--- config.mk ---
export PLATFORM = sky130hd
export DESIGN_NAME = reg_dump_reader
export DESIGN_NICKNAME = d
export VERILOG_FILES = /design/src/rtl/reg_dump_reader.sv
export SDC_FILE = /design/constraint.sdc
export NUM_CORES = 1
export LEC_CHECK = 0
export CAP_MARGIN = 15
export CORE_MARGIN = 2
export CORE_UTILIZATION = 25
export DETAILED_ROUTE_END_ITERATION = 12
export PLACE_DENSITY = 0.51
export SETUP_SLACK_MARGIN = 0.05
export SYNTH_ARGS = -nofsm -noshare
export SYNTH_HDL_FRONTEND = slang
export SYNTH_SLANG_ARGS = --single-unit
--- constraint.sdc ---
create_clock -name clk -period 1.63 [get_ports clk]
set_input_delay 0.163 -clock clk [delete_from_list [all_inputs] [get_ports clk]]
set_output_delay 0.163 -clock clk [all_outputs]
set_load 0.005 [all_outputs]
--- src/rtl/reg_dump_reader.sv ---
// reg_dump_reader: reads LEN words from BASE upward (wrapping) and streams them on a valid/ready port
module reg_dump_reader #(
  parameter int DATA_W = 4,
  parameter int ADDR_W = 1
) (
  input  logic              clk,
  input  logic              rst,
  input  logic              start,
  input  logic [ADDR_W-1:0] base_addr,
  input  logic [ADDR_W:0]   len,
  output logic [ADDR_W-1:0] rd_addr,
  input  logic [DATA_W-1:0] rd_data,
  output logic [DATA_W-1:0] out_data,
  output logic              out_valid,
  input  logic              out_ready,
  output logic              busy,
  output logic              done
);
  typedef enum logic [1:0] {IDLE, READ, SEND, DONE} state_t;
  state_t state, state_n;
  logic [ADDR_W-1:0] rd_addr_n;
  logic [DATA_W-1:0] out_data_n;
  logic out_valid_n;
  logic [ADDR_W:0] remaining, remaining_n;
  logic last;
  assign last = remaining == (ADDR_W+1)'(1);
  assign busy = state != IDLE;
  assign done = state == DONE;
  always_ff @(posedge clk) begin
    if (!rst) begin
      state <= IDLE;
      rd_addr <= '0;
      out_data <= '0;
      out_valid <= 1'b0;
      remaining <= '0;
    end else begin
      state <= state_n;
      rd_addr <= rd_addr_n;
      out_data <= out_data_n;
      out_valid <= out_valid_n;
      remaining <= remaining_n;
    end
  end
  always_comb begin
    state_n = state;
    rd_addr_n = rd_addr;
    out_data_n = out_data;
    out_valid_n = out_valid;
    remaining_n = remaining;
    case (state)
      IDLE: if (start) begin
        state_n = len == '0 ? DONE : READ;
        rd_addr_n = len == '0 ? rd_addr : base_addr;
        remaining_n = len == '0 ? remaining : len;
      end
      READ: begin
        out_data_n = rd_data;
        out_valid_n = 1'b1;
        state_n = SEND;
      end
      SEND: if (out_ready) begin
        out_valid_n = 1'b0;
        remaining_n = remaining - 1'b1;
        state_n = last ? DONE : READ;
        rd_addr_n = last ? rd_addr : rd_addr + 1'b1;
      end
      default: state_n = IDLE;
    endcase
  end
endmodule

Word level (Yosys, flattened, before mapping):

Index checks and enable logic that the tools add are counted.

* bits in registers: 10
* bits in latches: 0
* RAM bits: 0
* ROM bits: 0
* output and inout bits: 8
* memories kept: 0

* $add $sub $neg: 2
* $mul: 0
* divide/modulo/power cells: 0
* order comparisons: 0
* equal/unequal tests: 8
* shift-type cells: 0
* multiplexer cells: 16
* bitwise operators: 0
* reductions and logical operators: 9

Operator list (count)
* two-way mux 2 bit: 7
* != test 2 bit (second input constant): 4
* case mux 2 bit (3 select lines): 1
* nonzero test 2 bit: 3
* two-way mux 1 bit: 5
* AND reduction 5 bit: 1
* == test 2 x 1 -> 1 bit (second input constant): 2
* == test 2 bit (second input constant): 2
* zero test 2 bit: 2
* case mux 1 bit (2 select lines): 2
* case mux 2 bit (2 select lines): 1
* AND reduction 2 bit: 2
* AND reduction 4 bit: 1
* subtractor 2 x 1 -> 2 bit (second input constant): 1
* adder 1 bit (second input constant): 1

Logic depth before layout (Yosys ltp):

Gate-level depths: netlist (run 1).

* word-level depth: 4
* gate-level depth with buffers: 6

Worst setup path before layout (run 1):

No wires, ideal clock.

* kind: register to register
* start point: register state[1]
* end point: register remaining[1]
* library setup time: 116 ps
* arrival: 1188 ps
* slack: 326 ps
* stages on the path, launching flop included: 5
* buffers on the path: 0
* cells stage by stage: dfxtp_1 nand2b_4 o21a_4 a2111o_1 and3_1

* cells in the longest elaborated chain, start to end: 3
* elaborated cells on any way between the ends: 8
* classes of those cells: 4 x eq/ne; 1 x mux; 3 x reduce/logical

Ends and longest elaborated chain
* start: declaration: line 20 `state_t state, state_n;`
* start signal: assignment: line 37 `state <= state_n;`
* == test 2 bit / zero test 2 bit (equally long branches): line 50 `case (state)`
* != test 2 bit (no source line) / nonzero test 2 bit (equally long branches)
* AND reduction 4 bit (no source line)
* end signal: assignment: line 41 `remaining <= remaining_n;`
* end: declaration: line 24 `logic [ADDR_W:0] remaining, remaining_n;`

Several ways; a longest one is shown, not always the timed one.
A chain may end at the register's enable or synchronous reset.

Worst setup path in the final report (run 1):

* start point: register state[1]
* end point: output done

* cells in the longest elaborated chain, start to end: 1

Ends and longest elaborated chain
* == test 2 bit: line 28 `assign done = state == DONE;`
* end: declaration: line 17 `output logic done`

Every way passes these cells.

==> results of run 1 <==
## worst max path at each step
stage	startpoint	endpoint	cells after the start
finish	state[1]$_SDFFE_PN0P_	done	2
global route	state[1]$_SDFFE_PN0P_	done	2
CTS	state[1]$_SDFFE_PN0P_	done	2
detailed placement	start	remaining[0]$_SDFFE_PN0P_	5
global placement	start	remaining[1]$_SDFFE_PN0P_	5
floorplan	state[1]$_SDFFE_PN0P_	remaining[1]$_SDFFE_PN0P_	4
## layout make-up
| cell class | instances | area [sq um] | area share [%] |
|---|---|---|---|
| Inverter | 3 | 11.3 | 1.49 |
| Clock buffer | 3 | 22.5 | 2.97 |
| Sequential cell | 10 | 201 | 26.6 |
| Multi-Input combinational cell | 40 | 279 | 36.8 |
| Timing Repair Buffer | 22 | 210 | 27.7 |
| Tap cell | 27 | 33.8 | 4.46 |
## synth_stat cells
cell,number
sky130_fd_sc_hd__and2_1,1
sky130_fd_sc_hd__inv_1,3
sky130_fd_sc_hd__ha_1,1
sky130_fd_sc_hd__a211oi_1,1
sky130_fd_sc_hd__o32ai_1,1
sky130_fd_sc_hd__or4_1,1
sky130_fd_sc_hd__nand2_1,4
sky130_fd_sc_hd__mux2i_1,4
sky130_fd_sc_hd__a21boi_1,1
sky130_fd_sc_hd__nor2b_1,5
sky130_fd_sc_hd__o21a_4,1
sky130_fd_sc_hd__o31ai_1,1
sky130_fd_sc_hd__clkbuf_1,2
sky130_fd_sc_hd__or2_1,1
sky130_fd_sc_hd__mux2_2,1
sky130_fd_sc_hd__a21boi_0,1
sky130_fd_sc_hd__o21ai_0,4
sky130_fd_sc_hd__and3_1,3
sky130_fd_sc_hd__buf_2,1
sky130_fd_sc_hd__a2111o_1,1
sky130_fd_sc_hd__dfxtp_1,10
sky130_fd_sc_hd__nor2_1,5
sky130_fd_sc_hd__nand2b_4,1
sky130_fd_sc_hd__a21oi_1,1
sky130_fd_sc_hd__a21o_1,1
## worst max-delay path, delay by kind of cell (launching register included)
family / cells / cell delay (ns)
buf+inv: 1 / 0.51
flops: 1 / 0.40
simple gates: 1 / 0.15
## cells by family (layout without fill, tap and decap cells)
family,count (synthesis),count (layout),synth area share (%)
multiplexers,5,5,10.2
AND/OR/NAND/NOR,21,21,23.4
buffers and inverters,6,28,4.73
AO/OA/AOI/OAI,13,13,19.4
flip-flops,10,10,39.8
adder cells (fa/ha/maj),1,1,2.49
## repair_timing
action,in CTS,in global routing
hold endpoints to repair,0,0
endpoints found under the setup margin,1,0
hold buffers,0,0
gates resized for setup,1,0
## registers in the layout (all words and copies together), names as in the netlist
register,flops
out_data,4
out_valid,1
rd_addr,1
remaining,2
state,2
## metrics by stage
step | instance area, sq um | TNS, ns
finish | 758 | 0
global route | 758 | 0
CTS | 758 | 0
detailed placement | 734 | -0.00198
global placement | 734 | 0
floorplan | 503 | 0
## layout by cell type, fill, tap and decap left out, drive strengths merged, types with 2 or more instances in the layout
| cell | netlist | final |
|---|---|---|
| a21boi | 2 | 2 |
| buf | 1 | 4 |
| nor2b | 5 | 5 |
| and3 | 3 | 3 |
| o21ai | 4 | 4 |
| clkbuf | 2 | 3 |
| mux2i | 4 | 4 |
| nand2 | 4 | 4 |
| clkdlybuf4s50 | 0 | 18 |
| nor2 | 5 | 5 |
| dfxtp | 10 | 10 |
| inv | 3 | 3 |
## layer usage
| layer | GRT usage [%] | share of wire [%] |
|---|---|---|
| met4 | 1.43 | 0 |
| met2 | 14.4 | 45 |
| met3 | 5.21 | 5.6 |
| met1 | 12.5 | 49 |
| met5 | 0 | 0 |
## where the power goes
part           internal (uW)  switching (uW)  total, uW
Sequential               268            17.4        286
Clock                   84.9            75.9        161
Combinational            113            67.5        181
==> summary.md, run 1 <==
| Metric | Value |
|---|---|
| Inserted Clock Buffers | `3` |
| Worst slew margin relative to its limit | `77.5%` |
| Total of endpoints with negative setup slack in the final report | `0` |
| Hold Crit Start | `rd_addr$_SDFFE_PN0P_` |
| Non-filler instance count after layout | `105` |
| Worst R2R Setup Slack | `0.24 ns` |
| Largest stage delay on the critical path | `0.51 ns` |
| Post-CTS clock slew at the launch and capture registers of the worst setup and hold paths | `0.06 ns` |
| Worst Slack Setup Final | `0.160 ns` |
| Worst hold margin | `0.489 ns` |
| Library cells used by synthesis | `25` |
| Final clock skew | `0.000966 ns` |
| Post-Synthesis Cells | `56` |
| Wire length of the first global-routing pass | `1790 microns` |
| Drt first pass iters | `3` |
| Post-synthesis area per instance | `8.98 sq um` |
| Portion of the clock cycle consumed by the worst path in the final layout | `90.2%` |
| Number of nets in the finished design | `92` |
| Run status | `finished clean` |
| Initial Utilization | `26.2%` |
| Fraction of post-synthesis cell area in the top cell type by area | `39.8%` |
| Final antenna diode count | `0` |
| Proportion of layout cells with a drive suffix above 1 | `14.1%` |
| Number of buffers inserted by port buffering | `18` |
| Required time reported for the critical path endpoint | `1.47 ns` |
| Max-cap violations | `0` |
| Final critical-path required period | `1.47 ns` |
| FF+latch count, synth | `10` |
| Leftover overflow at the end of global routing | `0` |
| Total GRT Usage | `9.66%` |
| Count of standard-cell rows | `16` |
| Reg2Reg Depth | `4` |
| Layout filler cell count | `215` |
| Core box area | `1920 sq um` |
| CTS max path bufs | `2` |
| CP max-delay cell | `sky130_fd_sc_hd__clkdlybuf4s50_1` |
| Post-DRT Antenna Nets | `0` |
| Die width | `48.9 microns` |
| F_max | `680 MHz` |
| Die area | `2390 sq um` |
| Worst hold path endpoint | `rd_addr$_SDFFE_PN0P_` |
| Number of cells traversed by the worst hold path | `2` |
| Terminus of the critical flop-to-flop path | `remaining[0]$_SDFFE_PN0P_` |
| Highest fanout seen on the critical path | `9` |
| Pwr dens | `828 nW/um^2` |
| Buffer cell driving the clock tree root | `sky130_fd_sc_hd__clkbuf_4` |
| Proportion of synthesized chip area in sequential cells | `39.8%` |
| Layout Area Growth over Synthesis | `50.7%` |
| Cell taking the most area after synthesis | `sky130_fd_sc_hd__dfxtp_1` |
| Worst VDD drop | `0.559 mV` |
| Number of buffers added for setup after CTS | `0` |
| H-tree levels | `1` |
| Worst-margin pin slew | `0.336 ns` |
| Via-per-instance ratio | `4.28` |
| Wire length reported by the detailed router | `1050 microns` |
| Post-Synthesis Net Count | `68` |
| Cells along the critical path | `and2_1 -> clkdlybuf4s50_1` |
| Worst Path Arrival | `1.31 ns` |
| Setup slack after placement | `-0.00198 ns` |
| Final Power | `628 uW` |
| I/O pin count | `19` |
| Via count | `449` |
| Per-cell routed wire length | `9.96 microns` |
| DRC | `0` |
| Final count of pins violating max slew | `0` |
| Total instance count after detailed placement | `102` |
| Worst hold-check path type | `flip-flop to flip-flop` |
| Kind of start point of the critical path | `flip-flop` |
| FF-to-FF Start | `state[1]$_SDFFE_PN0P_` |
| Cell area after synthesis | `503 sq um` |
| Final hold viol count | `0` |
| Final estimated routing congestion in global placement | `0.709` |
| Insertion delay of the later-clocked pin in the worst-skew pair | `0.25 ns` |
| Antenna violations before repair | `0` |
| Largest net degree at the start of global routing | `12` |
| Nature of the critical path endpoint | `primary output` |
| Violation count after the first detailed-routing iteration | `1` |
| Die height | `48.9 microns` |
| Unrepaired setup endpoints after global routing | `no` |
| Warnings, synthesis | `0` |
| Via count of the first global-routing pass | `402` |
| Top cells by area, synth | `sky130_fd_sc_hd__dfxtp_1 40%, sky130_fd_sc_hd__mux2i_1 8.0%, sky130_fd_sc_hd__nor2b_1 6.2%` |
| Post-Route Utilization | `39.5%` |
| Critical path class | `flip-flop to primary output` |
| Standby leakage power | `0.000299 uW` |
| Clock Sinks | `10` |
| Clock tree from TritonCTS | `built` |
| Detailed Place HPWL | `811 microns` |
No activity file was read; power rests on OpenSTA's default activity.
==> run 2, diff against run 1 <==
--- a/config.mk
+++ b/config.mk
@@ -8,6 +8,7 @@
 export CAP_MARGIN = 15
 export CORE_MARGIN = 2
 export CORE_UTILIZATION = 25
+export CTS_CLUSTER_DIAMETER = 120
 export DETAILED_ROUTE_END_ITERATION = 12
 export PLACE_DENSITY = 0.51
 export SETUP_SLACK_MARGIN = 0.05
==> results of run 2 <==
The final DEF is identical to that of run 1; final timing and power are the same.
==> run 3, diff against run 2 <==
--- a/config.mk
+++ b/config.mk
@@ -6,7 +6,6 @@
 export NUM_CORES = 1
 export LEC_CHECK = 0
 export CAP_MARGIN = 15
-export CORE_MARGIN = 2
 export CORE_UTILIZATION = 25
 export CTS_CLUSTER_DIAMETER = 120
 export DETAILED_ROUTE_END_ITERATION = 12
==> run 3 against run 2 <==
  * Final cell count down 0.95%
  * Die area down 8.0%
  * Combinational power hardly changed
  * Global-route usage increased by 3.1 points
  * Worst setup slack worse by 0.014 ns
  * Sequential share of layout area down 0.27 points
  * Fmax fell by 0.94%
  * Utilization up 3.3 points
  * Clock skew up 0.0033 ns
  * Highest routed layer is now met4
==> summary.md, run 3 (synthesis gave the netlist of run 1 again) <==
| Metric | Value |
|---|---|
| Run status | `finished clean` |
| Largest net degree at the start of global routing | `12 (unchanged)` |
| Per-cell routed wire length | `10.3 microns (+3.9%)` |
| Max-cap violations | `0 (unchanged)` |
| Number of buffers inserted by port buffering | `18 (unchanged)` |
| Area occupied by multi-input gates | `279 sq um (unchanged)` |
| Standby leakage power | `0.000307 uW (+2.5%)` |
| Commonest cells after routing, fill and taps aside | `18 x sky130_fd_sc_hd__clkdlybuf4s50_1, 8 x sky130_fd_sc_hd__dfxtp_1, 5 x sky130_fd_sc_hd__nor2_1, 5 x sky130_fd_sc_hd__nor2b_1` |
| Wire length reported by the detailed router | `1080 microns (+2.9%)` |
| Post-Route Utilization | `42.8% (+3.3 points)` |
| Die width | `46.9 microns (-4.1%)` |
| Initial Utilization | `27.9% (+1.7 points)` |
| Antenna violations before repair | `0 (unchanged)` |
| Critical path class | `flip-flop to primary output` |
| Largest registers in the final layout | `out_data (4), remaining (2), state (2)` |
| Max reg flops | `4 (unchanged)` |
| Die area | `2200 sq um (-8.0%)` |
| Worst VDD drop | `0.489 mV (-13%)` |
| Total GRT Usage | `12.8% (+3.1 points)` |
| Die height | `46.9 microns (-4.1%)` |
| Register area | `203 sq um (+0.62%)` |
| Pwr dens | `891 nW/um^2 (+7.7%)` |
| Drt first pass iters | `2 (-1)` |
| Unrepaired setup endpoints after global routing | `no` |
| Final antenna diode count | `0 (unchanged)` |
| Number of nets in the finished design | `92 (unchanged)` |
| Required time reported for the critical path endpoint | `1.47 ns (about the same)` |
| Number of hold buffers added after cts | `0 (unchanged)` |
| Leftover overflow at the end of global routing | `0 (unchanged)` |
| Buffer cell driving the clock tree root | `sky130_fd_sc_hd__clkbuf_4` |
| Final critical-path required period | `1.48 ns (+0.0139 ns)` |
| Post-DRT Antenna Nets | `0 (unchanged)` |
| Layout filler cell count | `203 (-5.6%)` |
| Via count | `466 (+3.8%)` |
| Proportion of layout cells with a drive suffix above 1 | `16.5% (+2.4 points)` |
| Worst Path Arrival | `1.32 ns (about the same)` |
| Highest fanout seen on the critical path | `9 (unchanged)` |
| Final estimated routing congestion in global placement | `0.764 (+7.8%)` |
| Worst hold margin | `0.492 ns (+0.00245 ns)` |
| Wire length of the first global-routing pass | `1900 microns (+5.7%)` |
| Total of endpoints with negative setup slack in the final report | `0 (unchanged)` |
| Worst hold-check path type | `flip-flop to flip-flop` |
| Final clock skew | `0.00431 ns (+0.00335 ns)` |
| Number of buffers added for setup after CTS | `0 (unchanged)` |
| H-tree levels | `1 (unchanged)` |
| Clock Sinks | `10 (unchanged)` |
| Via count of the first global-routing pass | `432 (+7.5%)` |
| Layout Area Growth over Synthesis | `53.2%` |
| Post-CTS clock slew at the launch and capture registers of the worst setup and hold paths | `0.07 ns (about the same)` |
| Detailed Place HPWL | `839 microns (+3.5%)` |
| CTS max path bufs | `2 (unchanged)` |
| Core box area | `1800 sq um (-6.2%)` |
| Inserted Clock Buffers | `3 (unchanged)` |
| Count of standard-cell rows | `15 (-1)` |
| Clock tree from TritonCTS | `built` |
| CTS resizes | `1 (unchanged)` |
| Kind of start point of the critical path | `flip-flop` |
| Final hold viol count | `0 (unchanged)` |
| DRC | `0 (unchanged)` |
| Via-per-instance ratio | `4.48 (+4.8%)` |
| F_max | `674 MHz (-0.94%)` |
| Worst slew margin relative to its limit | `77.8% (+0.30 points)` |
| I/O pin count | `19 (unchanged)` |
| Nature of the critical path endpoint | `primary output` |
| Final count of pins violating max slew | `0 (unchanged)` |
| Most common cell after layout, fill and taps aside | `sky130_fd_sc_hd__clkdlybuf4s50_1` |
| Worst-margin pin slew | `0.332 ns (-0.00443 ns)` |
| Insertion delay of the later-clocked pin in the worst-skew pair | `0.26 ns (about the same)` |
| Violation count after the first detailed-routing iteration | `1 (unchanged)` |
| Register with the most flip-flops | `out_data` |
| Portion of the clock cycle consumed by the worst path in the final layout | `91.0% (+0.85 points)` |
run 3: per-layer routing:
metal,part of all wire (%),GRT usage [%],vias up
met5,0,0,-
met4,1.1,5.14,0
met3,4.6,5.77,2
met2,44,17.8,10
met1,50,17.1,212
li1,-,-,242
run 3: area by class of cell:
type | instances | area share (%)
clock buffers | 4 | 4.71
inverters | 3 | 1.46
multi-input cells | 40 | 36.2
flip-flops and latches | 10 | 26.3
well taps | 25 | 4.06
repair buffers | 22 | 27.3
run 3: through the flow:
step | total power (uW) | cells | setup slack (ns) | cell area (sq um) | TNS (ns)
floorplan | 383 | 56 | 0.326 | 503 | 0
global placement | 473 | 100 | 0.0129 | 732 | 0
detailed placement | 473 | 100 | -0.00363 | 732 | -0.00363
CTS | 702 | 104 | 0.0917 | 769 | 0
global route | 739 | 104 | 0.0545 | 771 | 0
finish | 687 | 104 | 0.146 | 771 | 0
run 3: worst paths after layout:
check	startpoint	end	slack (ns)	cells after the start
worst min register to register	rd_addr$_SDFFE_PN0P_	rd_addr$_SDFFE_PN0P_	0.49	2
worst max register to register	state[1]$_SDFFE_PN0P_	remaining[1]$_SDFFE_PN0P_	0.25	4
worst min-delay path	rd_addr$_SDFFE_PN0P_	rd_addr$_SDFFE_PN0P_	0.49	2
worst max-delay path	state[1]$_SDFFE_PN0P_	busy	0.15	2
run 3: worst max-delay path: stages (launching register included):
cell	delay [ns]
sky130_fd_sc_hd__dfxtp_2	0.36
sky130_fd_sc_hd__or2_1	0.25
sky130_fd_sc_hd__clkdlybuf4s50_1	0.45
run 3: report_power, final:
group          switching (uW)  internal [uW]  total [uW]  leakage, uW
Combinational            64.9            113         178     0.000203
Clock                    85.1            136         221    0.0000210
Sequential               19.5            269         288    0.0000827
Total                     170            517         687     0.000307
